<file path="config.mk">
export PLATFORM = sky130hd
export DESIGN_NAME = dm_arbiter
export DESIGN_NICKNAME = d
export VERILOG_FILES = /design/src/rtl/dm_arb_pkg.sv /design/src/rtl/dm_arbiter_rr_picker.sv /design/src/rtl/dm_arbiter.sv
export SDC_FILE = /design/constraint.sdc
export NUM_CORES = 1
export LEC_CHECK = 0
export ABC_CLOCK_PERIOD_IN_PS = 9100
export BUFFER_PORTS_ARGS = -buffer_cell sky130_fd_sc_hd__buf_2
export CAP_MARGIN = 0
export CORE_MARGIN = 2
export CORE_UTILIZATION = 40
export CTS_CLUSTER_DIAMETER = 100
export CTS_CLUSTER_SIZE = 14
export DETAILED_ROUTE_END_ITERATION = 10
export PLACE_DENSITY = 0.73
export SYNTH_ARGS = -nofsm -noshare
export SYNTH_HDL_FRONTEND = slang
export SYNTH_SLANG_ARGS = --single-unit
</file>
<file path="constraint.sdc">
create_clock -name clk -period 9.1 [get_ports clk]
set_input_delay 0.91 -clock clk [delete_from_list [all_inputs] [get_ports clk]]
set_output_delay 0.91 -clock clk [all_outputs]
set_load 0.05 [all_outputs]
</file>
<file path="src/rtl/dm_arb_pkg.sv">
// Shared definitions for the data-memory arbiter: FSM encoding,
// default widths and the read-latency counter width.
package dm_arb_pkg;

    typedef enum logic [1:0] {
        IDLE   = 2'd0,
        ACCESS = 2'd1,
        WAIT   = 2'd2,
        RESP   = 2'd3
    } arb_state_e;

    localparam int DEF_NUM_CORES = 4;
    localparam int DEF_ADDR_W    = 16;
    localparam int DEF_DATA_W    = 16;
    localparam int DEF_RD_LAT    = 1;

    // RD_LAT is at most 4, so the count never exceeds 3
    localparam int LAT_CNT_W = 3;

    function automatic int idx_w(input int n);
        return (n > 1) ? $clog2(n) : 1;
    endfunction

endpackage

</file>
<file path="src/rtl/dm_arbiter_rr_picker.sv">
// Combinational rotating-priority picker: the first asserted request
// at or after base (wrapping modulo N) wins.
module rr_picker
    import dm_arb_pkg::*;
#(
    parameter int N  = DEF_NUM_CORES,
    parameter int IW = idx_w(DEF_NUM_CORES)
) (
    input  logic [N-1:0]  req,
    input  logic [IW-1:0] base,
    output logic [N-1:0]  onehot,
    output logic [IW-1:0] idx,
    output logic          any
);

    logic [IW:0]   sum;
    logic [IW-1:0] pos;

    always_comb begin
        onehot = '0;
        idx    = '0;
        any    = 1'b0;
        sum    = '0;
        pos    = '0;
        for (int k = 0; k < N; k++) begin
            sum = {1'b0, base} + (IW+1)'(k);
            if (sum >= (IW+1)'(N)) begin
                sum = sum - (IW+1)'(N);
            end
            pos = sum[IW-1:0];
            if (!any && req[pos]) begin
                any         = 1'b1;
                idx         = pos;
                onehot[pos] = 1'b1;
            end
        end
    end

endmodule

</file>
<file path="src/rtl/dm_arbiter.sv">
// Round-robin arbiter giving NUM_CORES cores access to one DM port.
// Define DM_ARB_FIXED_PRIO_EN for fixed (lowest index) priority.
module dm_arbiter
    import dm_arb_pkg::*;
#(
    parameter int NUM_CORES = DEF_NUM_CORES,
    parameter int ADDR_W    = DEF_ADDR_W,
    parameter int DATA_W    = DEF_DATA_W,
    parameter int RD_LAT    = DEF_RD_LAT
) (
    input  logic                        clk,
    input  logic                        rst_n,
    input  logic [NUM_CORES-1:0]        req,
    input  logic [NUM_CORES-1:0]        we,
    input  logic [NUM_CORES*ADDR_W-1:0] addr,
    input  logic [NUM_CORES*DATA_W-1:0] wdata,
    output logic [NUM_CORES-1:0]        gnt,
    output logic [NUM_CORES-1:0]        done,
    output logic [DATA_W-1:0]           rdata,
    output logic                        dm_en,
    output logic                        dm_we,
    output logic [ADDR_W-1:0]           dm_addr,
    output logic [DATA_W-1:0]           dm_wdata,
    input  logic [DATA_W-1:0]           dm_rdata
);

    localparam int IW = idx_w(NUM_CORES);

    arb_state_e             state;
    arb_state_e             state_nx;
    logic [NUM_CORES-1:0]   gnt_q;
    logic                   lat_we;
    logic [LAT_CNT_W-1:0]   cnt;

    logic [IW-1:0]          base;
    logic [NUM_CORES-1:0]   pick_oh;
    logic [IW-1:0]          pick_idx;
    logic                   pick_any;

    logic                   sel_we;
    logic [ADDR_W-1:0]      sel_addr;
    logic [DATA_W-1:0]      sel_wdata;

`ifdef DM_ARB_FIXED_PRIO_EN
    assign base = '0;
`else
    logic [IW-1:0] ptr;

    assign base = ptr;

    always_ff @(posedge clk or negedge rst_n) begin
        if (!rst_n) begin
            ptr <= '0;
        end else if (state == IDLE && pick_any) begin
            if (pick_idx == IW'(NUM_CORES - 1)) begin
                ptr <= '0;
            end else begin
                ptr <= pick_idx + 1'b1;
            end
        end
    end
`endif

    rr_picker #(
        .N  (NUM_CORES),
        .IW (IW)
    ) u_picker (
        .req    (req),
        .base   (base),
        .onehot (pick_oh),
        .idx    (pick_idx),
        .any    (pick_any)
    );

    always_comb begin
        sel_we    = 1'b0;
        sel_addr  = '0;
        sel_wdata = '0;
        for (int i = 0; i < NUM_CORES; i++) begin
            if (pick_oh[i]) begin
                sel_we    = we[i];
                sel_addr  = addr[i*ADDR_W +: ADDR_W];
                sel_wdata = wdata[i*DATA_W +: DATA_W];
            end
        end
    end

    always_comb begin
        state_nx = state;
        case (state)
            IDLE:    if (pick_any) state_nx = ACCESS;
            ACCESS:  state_nx = lat_we ? RESP : WAIT;
            WAIT:    if (cnt == LAT_CNT_W'(RD_LAT - 1)) state_nx = RESP;
            RESP:    state_nx = IDLE;
            default: state_nx = IDLE;
        endcase
    end

    always_ff @(posedge clk or negedge rst_n) begin
        if (!rst_n) begin
            state    <= IDLE;
            gnt_q    <= '0;
            lat_we   <= 1'b0;
            cnt      <= '0;
            dm_addr  <= '0;
            dm_wdata <= '0;
            rdata    <= '0;
        end else begin
            state <= state_nx;
            if (state == IDLE && pick_any) begin
                gnt_q    <= pick_oh;
                lat_we   <= sel_we;
                dm_addr  <= sel_addr;
                dm_wdata <= sel_wdata;
            end
            if (state == RESP) begin
                gnt_q <= '0;
            end
            if (state == ACCESS) begin
                cnt <= '0;
            end else if (state == WAIT) begin
                cnt <= cnt + 1'b1;
            end
            // capture in the last WAIT cycle, when DM data is valid
            if (state == WAIT && state_nx == RESP) begin
                rdata <= dm_rdata;
            end
        end
    end

    assign gnt   = gnt_q;
    assign done  = (state == RESP) ? gnt_q : '0;
    assign dm_en = (state == ACCESS);
    assign dm_we = (state == ACCESS) && lat_we;

endmodule

</file>
; ---- Word level (Yosys, flattened, before mapping)
; Cells that the tools add are included.
[classes]
n_addsub = 9
n_reduce_logical = 17
bitwise = 3
mux = 54
eq_ne = 5
magnitude_cmp = 12
[ops]
columns = cell, count
row1 = two-way mux 16 bit, 8
row2 = two-way mux 4 bit, 7
row3 = two-way mux 2 bit, 11
row4 = two-way mux 1 bit, 17
row5 = "less-than comparator 2 x 3 -> 1 bit, second input constant", 4
row6 = OR 4 bit, 3
row7 = logical AND 1 bit, 10
row8 = ">= comparator 3 bit, second input constant", 3
row9 = binary-select mux 1 bit (select 2 bit), 4
row10 = demux 1 bit (select 2 bit), 4
row11 = "equality test 2 bit, second input constant", 4
row12 = ">= comparator 2 x 1 -> 1 bit, second input constant", 4
row13 = one-hot mux 2 bit (4 select lines), 1
row14 = "subtractor 2 x 1 -> 2 bit, second input constant", 4
row15 = "adder 2 x 2 -> 3 bit, second input constant", 2
row16 = two-way mux 3 bit, 2
row17 = nonzero test 2 bit, 2
row18 = "adder 2 x 1 -> 3 bit, second input constant", 1
row19 = "adder 3 x 1 -> 3 bit, second input constant", 1
row20 = ">= comparator 2 x 3 -> 1 bit, second input constant", 1
row21 = logical NOT 1 bit, 3
row22 = logical NOT 3 bit, 1
row23 = "adder 2 x 1 -> 2 bit, second input constant", 1
row24 = "equality test 2 x 1 -> 1 bit, second input constant", 1
row25 = logical NOT 2 bit, 1
[totals]
ff_bits = 60
elab_cells = 108

; ---- Longest topological paths before layout
; Gate-level depths: netlist of the first run.
[logic_depth]
depth_word = 18
mapped_depth = 14
ltp_nobuf = 8

; ---- Cells and area by module
; Synthesis of the first run repeated with hierarchy kept, for this count alone.
[hier_totals]
cells_unflattened = 441
hier_area_um2 = 3973.8
[modules_own_cells]
columns = module, n_inst, area_per_inst_um2, cells_each, seq_area_each_um2
row1 = dm_arbiter, 1, 3552.2, 396, 1501.4
row2 = rr_picker, 1, 421.7, 45, 0.0

; ---- Worst setup path after synthesis of the first run
; No wires, ideal clock.
[synth_path]
path_kind = register to register
start = reg with a tool-made name
end = reg dm_addr[0]
path_slack_ps = 6002
setup_time_ps = 133
n_path_buf = 5
path_stages_with_launch = 14
arrival_ps = 2965
path_cell_list = dfrtp_1 -> buf_2 -> buf_2 -> inv_1 -> ha_1 -> buf_2 -> and3b_1 -> a22o_1 -> or2_2 -> a221o_1 -> buf_2 -> buf_4 -> a221oi_2 -> o211ai_1
[synth_rtl]
columns = item, line
row1 = to (signal assigned), dm_arbiter.sv:113  ; dm_addr <= sel_addr;
row2 = to (decl), dm_arbiter.sv:22  ; output logic [ADDR_W-1:0] dm_addr,

==> flow_summary.json, run 1 <==
{
  "critPathLaunchType": "register",
  "route.met2.wl_um": 7225,
  "clkTransAtPathRegs_ns": 0.07,
  "slowest_stage": "a21o_2",
  "hold_path.class": "reg -> reg",
  "cts_sinks": 60,
  "critPathBufInv": 2,
  "ys_seq_area_frac": 0.3465,
  "ys.warnings.count": 0,
  "grt_pass1_vias": 4632,
  "cts_resized": 0,
  "drc": 0,
  "fmax_ghz": 0.2214,
  "slew_headroom": 0.1490,
  "ios": 212,
  "core_um2": 10700,
  "gp_congestion": 0.8261,
  "synth_cell_type_count": 45,
  "dr.pass1.iters": 8,
  "swShare": 0.5597,
  "cts_buffer_depth": 2,
  "vias_per_cell": 5.745,
  "ys_ff_latch": 60,
  "grt_max_degree": 61,
  "clkLatencyLatePin_ns": 0.35,
  "avgSynthCellArea_um2": 9.219,
  "io_buffers": 211,
  "power_density_nw_per_um2": 467.5,
  "slowest_delay_ns": 0.96,
  "die-area_um2": 11680,
  "synthCells": 470,
  "synth_edf_count": 0,
  "top_layer": "met4",
  "fin_tns_setup_ns": 0,
  "grt_overflow": 0,
  "drt-met1-wl_um": 5887,
  "path_class": "reg -> reg",
  "power_frac_comb": 0.697,
  "crit_top_cell": "inv_1",
  "grtUsageTotal": 0.2382,
  "whs_path_depth": 1,
  "syn-num-nets": 638,
  "cts_setup_buffers": 0,
  "path_cells": "inv_1, ha_1, mux4_2, inv_1, a2111o_1, a21o_2, a221oi_1, o211ai_1",
  "status": "complete, no violations",
  "slew_viol_final": 0,
  "pwr-share-clk": 0.112,
  "final_layout_size_suffix_gt1_frac": 0.4441,
  "setup_viol": 0,
  "final_common_cell": "buf_2",
  "wl_um": 14530,
  "power_leakage_uw": 0.002665,
  "cts_tree": "done",
  "post-route-util": 0.5230,
  "multi_input_area_um2": 2414,
  "path_delay_family": "compound AO/OA/AOI/OAI gates",
  "period_share": 0.4962,
  "p_seq_frac": 0.190,
  "rsz0062_at_grt": "false",
  "power_switching_uw": 1464,
  "cts_made_buffers": 9,
  "synth_area_um2": 4333,
  "cp.required_ns": 9.36,
  "ant_nets": 0,
  "grt_pass1_wl_um": 21820,
  "min_to": "cnt[2]",
  "dp_hpwl_um": 10030,
  "die_w_um": 108.1,
  "layout_common_cells": "buf_2 (211), dfrtp_1 (60), inv_1 (42), nand2_1 (42), o21ai_0 (42)",
  "antenna_found_initial": 0,
  "die_y_um": 108.1,
  "r2r_end": "lat_we",
  "worstSetupPathDepth": 8,
  "nNetsFinal": 816,
  "rr_worst_depth": 8,
  "synth_flop_cell": "dfrtp_1",
  "drt_iter0_drc": 467,
  "min_from": "cnt[2]",
  "dpl.cell_count": 777,
  "antenna_cells": 0,
  "clock_skew_ns": 0.005635,
  "fin_cells": 793,
  "drv_cap": 0,
  "total_power_uw": 2616,
  "fillerInstances": 981,
  "rows": 38,
  "start_util": 0.4050,
  "clock-root-buffer": "clkbuf_8",
  "h-tree-depth": 3,
  "wl_met3_um": 1088,
  "vdd_drop_max_mv": 0.2452,
  "hold_ws_ns": 0.4974,
  "period_needed_ns": 4.516,
  "cp_max_fo": 34,
  "end_kind": "register",
  "critPathArrivalTime_ns": 4.78,
  "p_int_uw": 1152,
  "wl_per_cell_um": 18.32,
  "finalHoldViolations": 0,
  "r2r_slack_ns": 4.58,
  "async_flop_share": 1.000,
  "synthToLayoutAreaGrowth_pct": 29.14,
  "register_area_um2": 1501,
  "hold_buffers": 0,
  "worstMarginPinSlew_ns": 1.276,
  "vias": 4556
}
## cell usage after synthesis (all sizes together), types with 7 or more instances
cell type / instances / area share
buf: 25 / 0.038
nor2: 11 / 0.0095
dfrtp: 60 / 0.35
nand3: 33 / 0.038
inv: 42 / 0.036
nand2: 42 / 0.036
ha: 14 / 0.040
o211ai: 33 / 0.057
a211oi: 37 / 0.064
mux2: 17 / 0.044
clkbuf: 26 / 0.023
o21ai: 42 / 0.049
and2: 7 / 0.010
a221oi: 33 / 0.11
## cell families (layout without fill, tap and decap cells)
kind of cell / after synthesis / in the layout / synth area share
DFF: 60 / 60 / 0.3465
xor gates and xnor gates: 2 / 2 / 0.004043
AOI/OAI and AO/OA: 162 / 162 / 0.3122
buffers and inverters: 93 / 276 / 0.09731
muxes: 25 / 25 / 0.07132
and+or+nand+nor: 114 / 114 / 0.1282
adders and majority gates: 14 / 14 / 0.04043
## metal layers
metal / track usage / vias up
li1: - / 2090
met1: 0.2844 / 2205
met2: 0.4133 / 235
met3: 0.03496 / 26
met4: 0.1264 / 0
met5: 0 / -
## metrics by stage
| stage | setup slack [ns] | instance area, um^2 |
|---|---|---|
| 6_report | 4.584 | 5595 |
| 5_1_grt | 4.264 | 5595 |
| 4_1_cts | 4.633 | 5595 |
| 3_5_place_dp | 4.650 | 5356 |
| 3_3_place_gp | 4.797 | 5356 |
| 2_1_floorplan | 6.002 | 4333 |
## power by group through the flow
stage	Combinational, uW	Sequential [uW]	Clock (uW)
finish	1820	498	294
global route	1950	515	312
CTS	1820	497	298
detailed placement	1820	503	0
global placement	1770	492	0
floorplan	1090	864	0
## final cells by class
cell class                      instances  area share
Inverter                               42     0.02818
Timing Repair Buffer                  218      0.1981
Tap cell                              140     0.03131
Clock buffer                            9     0.02214
Multi-Input combinational cell        317      0.4313
Clock inverter                          7     0.02057
Sequential cell                        60      0.2683
## worst max path at each step
stage | from | end | slack, ns
2_1_floorplan | register | dm_addr[0] | 6.00
3_3_place_gp | register | dm_wdata[7] | 4.80
3_5_place_dp | register | lat_we | 4.65
4_1_cts | register | dm_wdata[6] | 4.63
5_1_grt | register | dm_wdata[5] | 4.26
6_report | register | lat_we | 4.58
## flip-flops by register name, indices dropped and copies added, names as in the netlist, named ones only
signal / count
base: 1
cnt: 3
dm_addr: 16
dm_wdata: 16
gnt: 4
lat_we: 1
rdata: 16
state: 2
No activity file was read; power rests on OpenSTA's default activity.
==> run 2, diff against run 1 <==
ABC_CLOCK_PERIOD_IN_PS = 3900   (was 9100)
PLACE_DENSITY = 0.76   (was 0.73)
clock period = 3.9 ns   (was 9.1 ns; I/O delays follow)
==> run 2 against run 1 <==
Global-route usage is 0.077 points higher; count of clock-buffer cells in the layout is 2 higher; combinational power is 140% higher; sequential power is 130% higher; register-to-register slack worse by 4.1 ns; power is 130% higher; clock skew is 0.0059 ns higher; sequential cell count stayed put; first-iteration DRC count is 8.8% lower; sequential share of layout area is 0.11 points lower.
==> flow_summary.json, run 2 (synthesis gave the netlist of run 1 again) <==
{
  "cts_buffer_depth": 2,
  "grt_max_degree": 38,
  "drc": 0,
  "die-area_um2": 11680,
  "nNetsFinal": 822,
  "antenna_cells": 0,
  "register_area_um2": 1501,
  "die_y_um": 108.1,
  "gp_congestion": 0.8581,
  "grt_pass1_wl_um": 21810,
  "fmax_ghz": 0.2911,
  "fillerInstances": 967,
  "core_um2": 10700,
  "power_leakage_uw": 0.002693,
  "cts_sinks": 60,
  "hold_path.class": "in -> async",
  "wl_um": 14540,
  "dp_hpwl_um": 10610,
  "critPathBufInv": 1,
  "vdd_drop_max_mv": 0.4415,
  "end_kind": "register",
  "ios": 212,
  "final_common_cell": "buf_2",
  "rsz0062_at_grt": "false",
  "ant_nets": 0,
  "r2r_end": "dm_wdata[8]",
  "cts_setup_buffers": 0,
  "timing.rr.start": "base[1]",
  "slowest_stage": "and4bb_1",
  "reg_top3": "dm_addr (16), dm_wdata (16), rdata (16)",
  "cts_made_buffers": 9,
  "fin_cells": 799,
  "io_buffers": 211,
  "period_needed_ns": 3.435,
  "h-tree-depth": 3,
  "cts_tree": "done",
  "clock_skew_ns": 0.01151,
  "cp.required_ns": 4.17,
  "grtUsageTotal": 0.2390,
  "multi_input_area_um2": 2414,
  "path_class": "reg -> reg",
  "grt_overflow": 0,
  "critPathLaunchType": "register",
  "critPathArrivalTime_ns": 3.70,
  "drv_cap": 0,
  "crit_start": "base[1]",
  "hold_buffers": 0,
  "vias": 4555,
  "design_area_um2": 5618,
  "total_power_uw": 6115,
  "final_layout_size_suffix_gt1_frac": 0.4476,
  "clkLatencyLatePin_ns": 0.36,
  "setup_viol": 0,
  "cp_max_fo": 34,
  "layout_common_cells": "buf_2 (211), dfrtp_1 (60), inv_1 (42), nand2_1 (42), o21ai_0 (42)",
  "antenna_found_initial": 0,
  "wl_per_cell_um": 18.20,
  "slowest_delay_ns": 1.04,
  "rows": 38,
  "synthToLayoutAreaGrowth_pct": 29.66,
  "finalHoldViolations": 0,
  "clock-root-buffer": "clkbuf_8",
  "status": "complete, no violations",
  "place_area_um2": 5401,
  "start_util": 0.4050,
  "rr_worst_depth": 8,
  "r2r_slack_ns": 0.46,
  "slew_viol_final": 0,
  "cts_resized": 0,
  "die_w_um": 108.1,
  "path_cells": "inv_1, ha_1, mux4_2, nand2_1, a21oi_1, and4bb_1, o21ai_0, o211ai_1",
  "fin_tns_setup_ns": 0,
  "power_density_nw_per_um2": 1089,
  "dpl.cell_count": 783,
  "vias_per_cell": 5.701,
  "clkTransAtPathRegs_ns": 0.07,
  "slew_headroom": 0.2472,
  "grt_pass1_vias": 4460,
  "path_delay_family": "simple AND/OR/NAND/NOR gates",
  "period_share": 0.8809,
  "drt_iter0_drc": 426,
  "dr.pass1.iters": 6,
  "worstMarginPinSlew_ns": 1.129
}
run 2: changes by cell type in the layout (fill, tap and decap cells not counted), sizes merged:
cell	previous run	this run
clkbuf	9	11
buf	218	224
clkinvlp	2	0
bufinv	3	2
clkinv	2	3
run 2: report_power, final:
group	switching, uW	internal [uW]
clock	267	374
sequential	189	943
combinational	2970	1370
total	3430	2690
run 2: layout make-up:
type                    count  share of cell area
clock buffers              11             0.02517
clock inverters             5             0.01336
inverters                  42             0.02806
multi-input cells         317              0.4296
flip-flops and latches     60              0.2673
well taps                 140             0.03118
repair buffers            224              0.2053
run 2: stage by stage:
stage | util | setup slack, ns | hold WS [ns]
2_1_floorplan | - | 0.8024 | 0.09441
3_3_place_gp | 0.5049 | 0.6211 | 0.4409
3_5_place_dp | 0.5049 | 0.4931 | 0.4451
4_1_cts | 0.5251 | 0.4660 | 0.07017
5_1_grt | 0.5251 | 0.1026 | 0.09828
6_report | 0.5251 | 0.4646 | 0.04424
run 2: worst max-delay path by stage:
stage / slack (ns) / end / cells after the start
after floorplan: 0.80 / dm_addr[0] / 13
after CTS: 0.47 / dm_wdata[8] / 8
after global routing: 0.10 / dm_wdata[2] / 8
after detailed placement: 0.49 / dm_wdata[8] / 8
final: 0.46 / dm_wdata[8] / 8
after global placement: 0.62 / dm_addr[10] / 8
run 2: layer usage:
layer / track usage / wire length, um / share of wire / vias up
li1: - / - / - / 2102
met1: 0.2915 / 5705 / 0.39 / 2183
met2: 0.3980 / 7076 / 0.49 / 227
met3: 0.05304 / 1273 / 0.088 / 43
met4: 0.1181 / 484 / 0.033 / 0
met5: 0 / 0 / 0 / -
